**src/rtl/pong_pkg.sv**
```systemverilog
// Shared state encoding and default sizing for the pong frame sequencer.
package pong_pkg;

    typedef enum logic [2:0] {
        IDLE       = 3'd0,
        WAIT_FRAME = 3'd1,
        ENG        = 3'd2,
        AI         = 3'd3,
        COMMIT     = 3'd4
    } state_t;

    localparam int DEF_TIMEOUT_W = 16;
    localparam int DEF_TIMEOUT   = 40000;
    localparam int DEF_COUNT_W   = 16;

endpackage

```
**src/rtl/frame_sequencer_sync_edge.sv**
```systemverilog
// Two-flop synchronizer with a registered previous value, giving level plus
// single-cycle rise/fall pulses in the destination clock domain.
module sync_edge #(
    parameter logic RST_VAL = 1'b1
) (
    input  logic i_clk,
    input  logic i_rst_n,
    input  logic i_async,
    output logic o_level,
    output logic o_rise,
    output logic o_fall
);

    logic r_meta;
    logic r_sync;
    logic r_prev;

    always_ff @(posedge i_clk or negedge i_rst_n) begin
        if (!i_rst_n) begin
            r_meta <= RST_VAL;
            r_sync <= RST_VAL;
            r_prev <= RST_VAL;
        end else begin
            r_meta <= i_async;
            r_sync <= r_meta;
            r_prev <= r_sync;
        end
    end

    assign o_level = r_sync;
    assign o_rise  = r_sync & ~r_prev;
    assign o_fall  = ~r_sync & r_prev;

endmodule

```
**src/rtl/frame_sequencer.sv**
```systemverilog
// Per-frame scheduler: on each vsync fall runs one engine step, one AI step,
// then a commit strobe. Optional single-step gating via FRAME_SEQ_SINGLE_STEP_EN.
module frame_sequencer
    import pong_pkg::*;
#(
    parameter int TIMEOUT_W = DEF_TIMEOUT_W,
    parameter int TIMEOUT   = DEF_TIMEOUT,
    parameter int COUNT_W   = DEF_COUNT_W
) (
    input  logic               clk,
    input  logic               reset,
    input  logic               vsync,
    input  logic               run,
    output logic               eng_req,
    input  logic               eng_ack,
    output logic               ai_req,
    input  logic               ai_ack,
    output logic               commit,
    output logic               busy,
    output logic [COUNT_W-1:0] frame_count,
    output logic               overrun,
    output logic               timeout_err
`ifdef FRAME_SEQ_SINGLE_STEP_EN
    ,
    input  logic               step_mode,
    input  logic               step_btn
`endif
);

    // Step is abandoned on the edge where the watchdog would reach TIMEOUT-1.
    localparam logic [TIMEOUT_W-1:0] WD_LAST = TIMEOUT_W'(TIMEOUT - 2);

    state_t               r_state;
    state_t               w_next;
    logic [TIMEOUT_W-1:0] r_wd;
    logic [COUNT_W-1:0]   r_frame_count;
    logic                 r_overrun;
    logic                 r_timeout_err;
    logic                 w_tick;
    logic                 w_vs_level;
    logic                 w_vs_rise;
    logic                 w_wd_expired;
    logic                 w_step_ok;
    logic                 w_busy;
    logic                 w_step_tmo;
    logic                 w_unused_sync;

    sync_edge #(.RST_VAL(1'b1)) u_vsync_sync (
        .i_clk   (clk),
        .i_rst_n (reset),
        .i_async (vsync),
        .o_level (w_vs_level),
        .o_rise  (w_vs_rise),
        .o_fall  (w_tick)
    );

`ifdef FRAME_SEQ_SINGLE_STEP_EN
    logic r_step_pending;
    logic w_btn_level;
    logic w_btn_rise;
    logic w_btn_fall;

    sync_edge #(.RST_VAL(1'b0)) u_btn_sync (
        .i_clk   (clk),
        .i_rst_n (reset),
        .i_async (step_btn),
        .o_level (w_btn_level),
        .o_rise  (w_btn_rise),
        .o_fall  (w_btn_fall)
    );

    always_ff @(posedge clk or negedge reset) begin
        if (!reset) begin
            r_step_pending <= 1'b0;
        end else if (!step_mode) begin
            r_step_pending <= 1'b0;
        end else if (r_state == WAIT_FRAME && w_next == ENG) begin
            r_step_pending <= 1'b0;
        end else if (w_btn_rise) begin
            r_step_pending <= 1'b1;
        end
    end

    assign w_step_ok     = ~step_mode | r_step_pending;
    assign w_unused_sync = ^{w_vs_level, w_vs_rise, w_btn_level, w_btn_fall};
`else
    assign w_step_ok     = 1'b1;
    assign w_unused_sync = ^{w_vs_level, w_vs_rise};
`endif

    assign w_wd_expired = (r_wd == WD_LAST);
    assign w_busy       = (r_state == ENG) || (r_state == AI) || (r_state == COMMIT);
    assign w_step_tmo   = ((r_state == ENG) && !eng_ack && w_wd_expired) ||
                          ((r_state == AI)  && !ai_ack  && w_wd_expired);

    always_comb begin
        w_next = r_state;
        case (r_state)
            IDLE:       if (run) w_next = WAIT_FRAME;
            WAIT_FRAME: begin
                if (w_tick && w_step_ok) w_next = ENG;
                else if (!run)           w_next = IDLE;
            end
            ENG: begin
                if (eng_ack)           w_next = AI;
                else if (w_wd_expired) w_next = WAIT_FRAME;
            end
            AI: begin
                if (ai_ack)            w_next = COMMIT;
                else if (w_wd_expired) w_next = WAIT_FRAME;
            end
            COMMIT:     w_next = run ? WAIT_FRAME : IDLE;
            default:    w_next = IDLE;
        endcase
    end

    always_ff @(posedge clk or negedge reset) begin
        if (!reset) begin
            r_state       <= IDLE;
            r_wd          <= '0;
            r_frame_count <= '0;
            r_overrun     <= 1'b0;
            r_timeout_err <= 1'b0;
        end else begin
            r_state <= w_next;
            // Watchdog restarts from zero whenever a step state is entered.
            if ((r_state == ENG || r_state == AI) && w_next == r_state)
                r_wd <= r_wd + TIMEOUT_W'(1);
            else
                r_wd <= '0;
            if (r_state == COMMIT)
                r_frame_count <= r_frame_count + COUNT_W'(1);
            if (r_state == IDLE && run) begin
                r_overrun     <= 1'b0;
                r_timeout_err <= 1'b0;
            end else begin
                if (w_tick && w_busy) r_overrun     <= 1'b1;
                if (w_step_tmo)       r_timeout_err <= 1'b1;
            end
        end
    end

    assign eng_req     = (r_state == ENG);
    assign ai_req      = (r_state == AI);
    assign commit      = (r_state == COMMIT);
    assign busy        = w_busy;
    assign frame_count = r_frame_count;
    assign overrun     = r_overrun;
    assign timeout_err = r_timeout_err;

endmodule

```
**config.mk**
```make
export PLATFORM = sky130hd
export DESIGN_NAME = frame_sequencer
export DESIGN_NICKNAME = d
export VERILOG_FILES = /design/src/rtl/pong_pkg.sv /design/src/rtl/frame_sequencer_sync_edge.sv /design/src/rtl/frame_sequencer.sv
export SDC_FILE = /design/constraint.sdc
export NUM_CORES = 1
export LEC_CHECK = 0
export CORE_ASPECT_RATIO = 1.5
export CORE_MARGIN = 2
export CORE_UTILIZATION = 55
export DETAILED_ROUTE_END_ITERATION = 12
export DONT_BUFFER_PORTS = 1
export MAX_ROUTING_LAYER = met4
export PLACE_DENSITY = 0.7
export SKIP_CTS_REPAIR_TIMING = 1
export SYNTH_ARGS = -nofsm -noshare
export SYNTH_HDL_FRONTEND = slang
export SYNTH_SLANG_ARGS = --single-unit
```
**constraint.sdc**
```tcl
create_clock -name clk -period 2.14 [get_ports clk]
set_input_delay 0 -clock clk [delete_from_list [all_inputs] [get_ports clk]]
set_output_delay 0 -clock clk [all_outputs]
set_load 0.02 [all_outputs]
```
* After elaboration in Yosys (flattened, before gate mapping)
Cells that the tools add are included.
Storage, ports and cells: bits in registers 40, bits of input ports 6, output and inout port bits 22, word-level logic and storage cells 46
Operators by class: add/subtract/negate cells 2, eq/ne operators 6, mux-type cells 13, bitwise gates (word level) 2, reduce and logical (&&, ||, !) cells 15
Operator list (number):
- $add A16 B1 Y16 const B | 2
- $mux W3 | 6
- $eq A16 B16 Y1 const B | 1
- $mux W16 | 1
- $pmux W3 S5 | 1
- $logic_and A1 B1 Y1 | 7
- $eq A3 B2 Y1 const B | 2
- $mux W1 | 5
- $reduce_bool A2 Y1 | 2
- $eq A3 B1 Y1 const B | 1
- $eq A3 B3 Y1 | 1
- $eq A3 B3 Y1 const B | 1
- $logic_not A3 Y1 | 1
- $logic_or A1 B1 Y1 | 3
- $logic_not A1 Y1 | 2
- $and A1 B1 Y1 | 1
- $not A1 Y1 | 1

* Depth between registers and ports, before layout
Gate-level depths: netlist of run 1.
depth in word-level cells 7, depth in mapped cells 7, depth with buffers taken out 6

* Modules after synthesis
A second synthesis of run 1 with hierarchy kept.
Second synthesis, totals: cell total of the unflattened synthesis 180, area total of the unflattened synthesis 1946.9 um^2
By module, submodules not included:
- frame_sequencer | times used 1, cells each 175, area each 1853.0 um^2, seq. area each 925.9 um^2
- sync_edge | times used 1, cells each 5, area each 93.8 um^2, seq. area each 78.8 um^2

* Least setup slack after synthesis of run 1
OpenSTA, ideal clock, no wires.
kind register to register, start reg r_state[0], end reg r_frame_count[1] (netlist: frame_count[1]), library setup time 125 ps, arrival time 1689 ps, slack 327 ps, stages on the path, launching flop included 5, period minus slack after synthesis 1813 ps, path through dfrtp_1 -> clkbuf_1 -> or2_2 -> nor2_1 -> mux2_2
Between the ends: word-level cells in the longest chain between the ends 1
Ends and longest elaborated chain:
- start: declaration | RTL line frame_sequencer.sv:33 | state_t r_state;
- start signal: assignment | RTL line frame_sequencer.sv:125 | r_state <= w_next;
- $eq A3 B3 Y1
- net commit | RTL line frame_sequencer.sv:18 | output logic commit,
- end signal: assignment | RTL line frame_sequencer.sv:132 | r_frame_count <= r_frame_count + COUNT_W'(1);
- end: declaration | RTL line frame_sequencer.sv:36 | logic [COUNT_W-1:0] r_frame_count;
The timed path passes the listed nets, and every way through them passes these cells. A chain may end at the register's enable or synchronous reset.

* Final worst setup path of run 1
start reg r_wd[0], end reg r_state[0]
Between the ends: word-level cells in the longest chain between the ends 4, elaborated cells on any way between the ends 5, classes of those cells eq/ne (1); mux (4)
Ends and longest elaborated chain:
- start: declaration | RTL line frame_sequencer.sv:35 | logic [TIMEOUT_W-1:0] r_wd;
- start signal: assignment | RTL line frame_sequencer.sv:128 | r_wd <= r_wd + TIMEOUT_W'(1);
- $eq A16 B16 Y1 (*) | RTL line frame_sequencer.sv:91 | assign w_wd_expired = (r_wd == WD_LAST);
- $mux W3 (*) | RTL line frame_sequencer.sv:106, frame_sequencer.sv:110
- $mux W3 (on tied branches) | RTL line frame_sequencer.sv:109, frame_sequencer.sv:105
- $pmux W3 S5 (*) | RTL line frame_sequencer.sv:98 | case (r_state)
- net w_next[0] | RTL line frame_sequencer.sv:34 | state_t w_next;
The timed path passes the listed nets; every way through them passes the cells marked *.

==> impl_metrics.yaml, run 1 <==
routing:
  drc_errors: 0
  drt-initial-drc-count: 44
  drtPass1Iterations: 4
  drt-total-wl_mm: 4.01
  detail-route-antenna-nets: 0
  via_per_inst: 5.95
  vias: 1441
  wire_per_inst_microns: 16.6
finish:
  final_area_sq_um: 2240
  nets: 208
  area_growth_pct: 11.6
  num_antenna_cells: 0
  layout-drive-gt1-share: 0.160
sta:
  rsz0062_at_grt: "false"
  max_freq_mhz: 502
  timing.hold.ws_ns: 0.0130
  slew_headroom: 0.523
  fin_tns_setup_ns: 0
  fin_crit_sh: 0.930
  slew_viol_final: 0
  tightest_slew_ns: 0.716
  hold_viol_final: 0
  setup_violations: 0
  fin_crit_ns: 1.99
  clock_skew_ns: 0.00481
place:
  placed_cell_area_sq_um: 2060
  numPortBuffers: 0
  place_hpwl_mm: 2.82
  gp_congestion: 0.828
logic_synthesis:
  ys_seq_elements: 40
  synthesis.area_sq_um: 2010
  synth_cell_types: 43
  synth-async-reset-ratio: 1.00
  ys.flop_type: "dfrtp_1"
  yosysSeqAreaShare: 0.500
  yosysWarnings: 0
  syn-mean-instance-area_sq_um: 10.6
  synth_cells: 189
  synth_edf_count: 0
  syn-num-nets: 198
clock_network:
  cts_htree_levels: 2
  cts_made_buffers: 5
  clk_pin_slew_ns: 0.07
  clock_latency_ns: 0.29
  tritoncts: "done"
  clockBufferDepth: 2
  cts_root_buffer: "clkbuf_8"
  cts_num_sinks: 40
setup_path:
  worstPathMaxFanout: 5
  startpoint_type: "register"
  worstPathArrival_ns: 2.17
  crit_buf_inv: 2
  worstSetupPathType: "reg2reg"
  critPathRequiredTime_ns: 2.31
  end_kind: "register"
  cpPeakStageDelay_ns: 0.55
  slowest_stage: "dlygate4sd3_1"
  path_delay_family: "buffers and inverters"
  crit_chain: "inv_1 -> ha_1 -> and4b_2 -> nand4_4 -> nand2_1 -> a32o_1 -> dlygate4sd3_1"
pwr:
  net-switching-power_uw: 708
  peakVddDrop_v: 0.000697
  seq_power_share: 0.465
  leakage_nw: 0.954
  p_sw_frac: 0.342
  intPower_mw: 1.36
  p_per_area_nw_per_um2: 925
  power_frac_clock: 0.291
  p_comb_frac: 0.244
floorplanning:
  die_w_microns: 53.3
  start_util: 0.582
  die_area_sq_um: 4160
  io_pins: 28
  rows: 26
  core_sq_um: 3450
  die_h_microns: 78.0
grt:
  grt_pass1_vias: 1486
  grtUsageTotal: 0.226
  grt_pass1_wl_mm: 6.80
  antenna_found_initial: 0
  grt-ovfl-total: 0
  grt_max_degree: 41
status:
  status: "finished, final reports clean"
min_path:
  hold_class: "in2reg"
flow_run:
  maxCapViolations: 0
## final timing paths
check | cells after the start | to | slack, ns | startpoint
max in group asynchronous | 2 | u_vsync_sync.r_meta$_DFF_PN1_ | 1.67 | reset
max reg2reg | 7 | r_state[0]$_DFF_PN0_ | 0.15 | r_wd[0]$_DFF_PN0_
max | 7 | r_state[0]$_DFF_PN0_ | 0.15 | r_wd[0]$_DFF_PN0_
min in group asynchronous | 2 | r_wd[3]$_DFF_PN0_ | 0.21 | reset
min reg2reg | 0 | u_vsync_sync.o_level$_DFF_PN1_ | 0.36 | u_vsync_sync.r_meta$_DFF_PN1_
min | 3 | r_state[1]$_DFF_PN0_ | 0.01 | eng_ack
## flip-flops by register name (all words and copies together) (netlist names)
name,flops
u_vsync_sync.r_prev,1
frame_count,16
timeout_err,1
u_vsync_sync.r_meta,1
r_state,3
u_vsync_sync.o_level,1
r_wd,16
overrun,1
## layout make-up
| cell class | count | area [sq um] |
|---|---|---|
| fill | 296 | 1210 |
| sequential | 40 | 1000 |
| multi-input combinational | 134 | 938 |
| timing repair buffer | 10 | 108 |
| clock buffer | 6 | 72.6 |
| tap | 42 | 52.6 |
| clock inverter | 2 | 35.0 |
| inverter | 8 | 30.0 |
## layout by cell type, fill, tap and decap left out, types with 4 or more instances in the layout
| cell | n |
|---|---|
| buf_4 | 4 |
| a21oi_1 | 4 |
| dlygate4sd3_1 | 5 |
| dfrtp_1 | 37 |
| nand2_1 | 12 |
| xor2_1 | 12 |
| nand3_1 | 8 |
| nor3_1 | 16 |
| inv_1 | 8 |
| nand4_1 | 9 |
| xnor2_1 | 15 |
| nor2_1 | 9 |
| clkbuf_8 | 5 |
## logic make-up after synthesis
logic type / count (synthesis) / synth area share
multiplexers: 1 / 0.00561
AO/OA/AOI/OAI: 16 / 0.0636
AND/OR/NAND/NOR: 87 / 0.262
buffers and inverters: 15 / 0.0324
XOR/XNOR: 27 / 0.118
flip-flops: 40 / 0.500
adder cells (fa/ha/maj): 3 / 0.0187
## Yosys cell counts, types with 2 or more instances
master,count,area share
a21oi_1,4,0.010
nand4_1,9,0.028
nand2b_1,3,0.0093
and3_1,3,0.0093
xnor2_1,15,0.065
nand2_1,12,0.022
nor2b_1,3,0.0093
and4_1,3,0.013
a31oi_1,2,0.0062
buf_2,4,0.010
ha_1,3,0.019
clkbuf_1,2,0.0037
nor3b_1,2,0.0075
nand3_1,8,0.020
o21ai_0,3,0.0075
nor4_1,2,0.0062
inv_1,8,0.015
xor2_1,12,0.052
dfrtp_1,37,0.46
nor3_1,16,0.040
or2_2,3,0.0093
and4bb_2,2,0.012
and2_1,3,0.0093
nor2_1,9,0.017
dfstp_2,3,0.039
## layer usage
metal	vias up	GRT usage	wire [microns]	part of all wire
met2	31	0.369	2190	0.55
li1	681	-	-	-
met1	720	0.251	1550	0.39
met3	9	0.0673	162	0.040
met4	0	0.0897	99	0.025
met5	-	-	0	0
## power by group through the flow
stage	Sequential, mW	Clock, mW	Combinational [mW]
5_1_grt	0.975	0.656	0.568
4_1_cts	0.962	0.620	0.467
3_5_place_dp	0.976	0	0.467
6_report	0.963	0.603	0.506
3_3_place_gp	0.969	0	0.455
2_1_floorplan	0.929	0	0.412
## worst register-to-register path: cells and delay by family (launching register included)
kind / cells / cell delay, ns
buf+inv: 2 / 0.61
fa+ha+maj: 1 / 0.19
flops: 1 / 0.42
simple gates: 3 / 0.44
compound gates: 1 / 0.21
## stage by stage
stage                     std cells   util  power (mW)  setup slack (ns)
after CTS                       236  0.627        2.05             0.211
after global routing            242  0.650        2.20            0.0531
after detailed placement        228  0.596        1.44             0.237
after global placement          228  0.596        1.42             0.265
after floorplan                 189      -        1.34             0.327
final                           242  0.650        2.07             0.149
No activity file was read; power rests on OpenSTA's default activity.
==> run 2: changes to the inputs <==
- CORE_UTILIZATION: 55 -> 45
- GPL_TIMING_DRIVEN: not set -> 1
- PLACE_DENSITY: 0.7 -> not set
==> impl_metrics.yaml, run 2 (same netlist as run 1, synthesis figures left out) <==
status:
  status: "finished, final reports clean"
clock_network:
  clock_latency_ns: 0.29
  tritoncts: "done"
  clockBufferDepth: 2
  cts_root_buffer: "clkbuf_8"
  clk_pin_slew_ns: 0.07
  cts_htree_levels: 2
  cts_made_buffers: 5
  cts_num_sinks: 40
setup_path:
  critPathRequiredTime_ns: 2.31
  r2r_start: "r_wd[0]$_DFF_PN0_"
  worstSetupPathType: "reg2reg"
  startpoint_type: "register"
  r2r_slack_ns: 0.15
  end_kind: "register"
  worstReg2RegEnd: "r_state[0]$_DFF_PN0_"
  reg2regPathDepth: 7
  worstPathMaxFanout: 5
  worstPathArrival_ns: 2.16
grt:
  grt_pass1_vias: 1438
  antenna_found_initial: 0
  grt-ovfl-total: 0
  grtUsageTotal: 0.172
  grt_max_degree: 41
  grt_pass1_wl_mm: 6.47
finish:
  nets: 207
  layout-drive-gt1-share: 0.156
  area_growth_pct: 11.5
  num_antenna_cells: 0
  final_common_cell: "dfrtp_1"
  nFillCells: 381
  final_cell_mix: "37 x dfrtp_1, 16 x nor3_1, 15 x xnor2_1"
  fin_cells: 245
min_path:
  hold-path-cell-count: 3
  holdPathEnd: "r_state[1]$_DFF_PN0_"
  hold_class: "in2reg"
  hp-start: "eng_ack"
floorplanning:
  die_w_microns: 58.5
  die_h_microns: 85.8
  io_pins: 28
  die_area_sq_um: 5020
  core_sq_um: 4250
  rows: 29
  start_util: 0.473
sta:
  fin_tns_setup_ns: 0
  slew_viol_final: 0
  fin_crit_ns: 1.99
  hold_viol_final: 0
  setup_violations: 0
  rsz0062_at_grt: "false"
  clock_skew_ns: 0.00590
  max_freq_mhz: 502
  fin_crit_sh: 0.932
  slew_headroom: 0.741
  tightest_slew_ns: 0.388
pwr:
  peakVddDrop_v: 0.000679
  p_per_area_nw_per_um2: 918
  finalPower_mw: 2.06
  leakage_nw: 0.948
routing:
  vias: 1399
  drt-initial-drc-count: 59
  via_per_inst: 5.71
  drtPass1Iterations: 4
  drt-total-wl_mm: 3.67
  drc_errors: 0
  detail-route-antenna-nets: 0
  wire_per_inst_microns: 15.0
flow_run:
  maxCapViolations: 0
place:
  gp_congestion: 0.797
  place_hpwl_mm: 2.63
  numPortBuffers: 0
  dp_cells: 231
[run 2: cell types whose count changed in the layout (fill, tap and decap cells not counted), sizes merged]
cell / change
buf: -1
[run 2: worst max-delay path by stage]
stage | startpoint | endpoint | slack [ns]
floorplan | r_state[0]$_DFF_PN0_ | frame_count[1]$_DFFE_PN0N_ | 0.33
global placement | r_wd[6]$_DFF_PN0_ | r_wd[15]$_DFF_PN0_ | 0.47
detailed placement | r_wd[9]$_DFF_PN0_ | r_wd[15]$_DFF_PN0_ | 0.43
CTS | r_state[0]$_DFF_PN0_ | busy | 0.41
global route | r_wd[0]$_DFF_PN0_ | r_state[0]$_DFF_PN0_ | 0.02
finish | r_wd[0]$_DFF_PN0_ | r_state[0]$_DFF_PN0_ | 0.15
[run 2: metal layers]
metal | wire [microns] | global-route usage | vias up
met4 | 39 | 0.0592 | 0
met1 | 1460 | 0.194 | 688
met5 | 0 | - | -
met3 | 175 | 0.0543 | 4
li1 | - | - | 677
met2 | 2000 | 0.283 | 30
[run 2: per-stage QoR]
| step | setup slack, ns | hold WS, ns | util | area [sq um] |
|---|---|---|---|---|
| floorplan | 0.327 | -0.296 | - | 2010 |
| global placement | 0.466 | -0.294 | 0.484 | 2050 |
| detailed placement | 0.428 | -0.294 | 0.484 | 2050 |
| CTS | 0.408 | -0.610 | 0.509 | 2160 |
| global route | 0.0249 | 0.00477 | 0.527 | 2240 |
| finish | 0.146 | 0.0163 | 0.527 | 2240 |
[run 2: cell type report]
cell class | count | area (sq um) | area share
multi-input cells | 134 | 938 | 0.419
well taps | 46 | 57.6 | 0.0257
clock buffers | 6 | 72.6 | 0.0324
flip-flops and latches | 40 | 1000 | 0.449
clock inverters | 2 | 35.0 | 0.0157
repair buffers | 9 | 100 | 0.0447
inverters | 8 | 30.0 | 0.0134
[run 2: where the power goes]
part           internal, mW  switching (mW)  leakage [nW]  total [mW]
Clock                 0.346           0.251        0.0552       0.597
Sequential            0.825           0.154         0.540       0.979
Combinational         0.191           0.288         0.353       0.480
Total                  1.36           0.694         0.948        2.06
[run 2: worst max-delay path, cell delays in order (launching register included)]
cell           delay, ns
dfrtp_1             0.43
inv_1               0.07
ha_1                0.18
and4b_2             0.25
nand4_4             0.13
nand2_1             0.06
a32o_1              0.20
dlygate4sd3_1       0.55
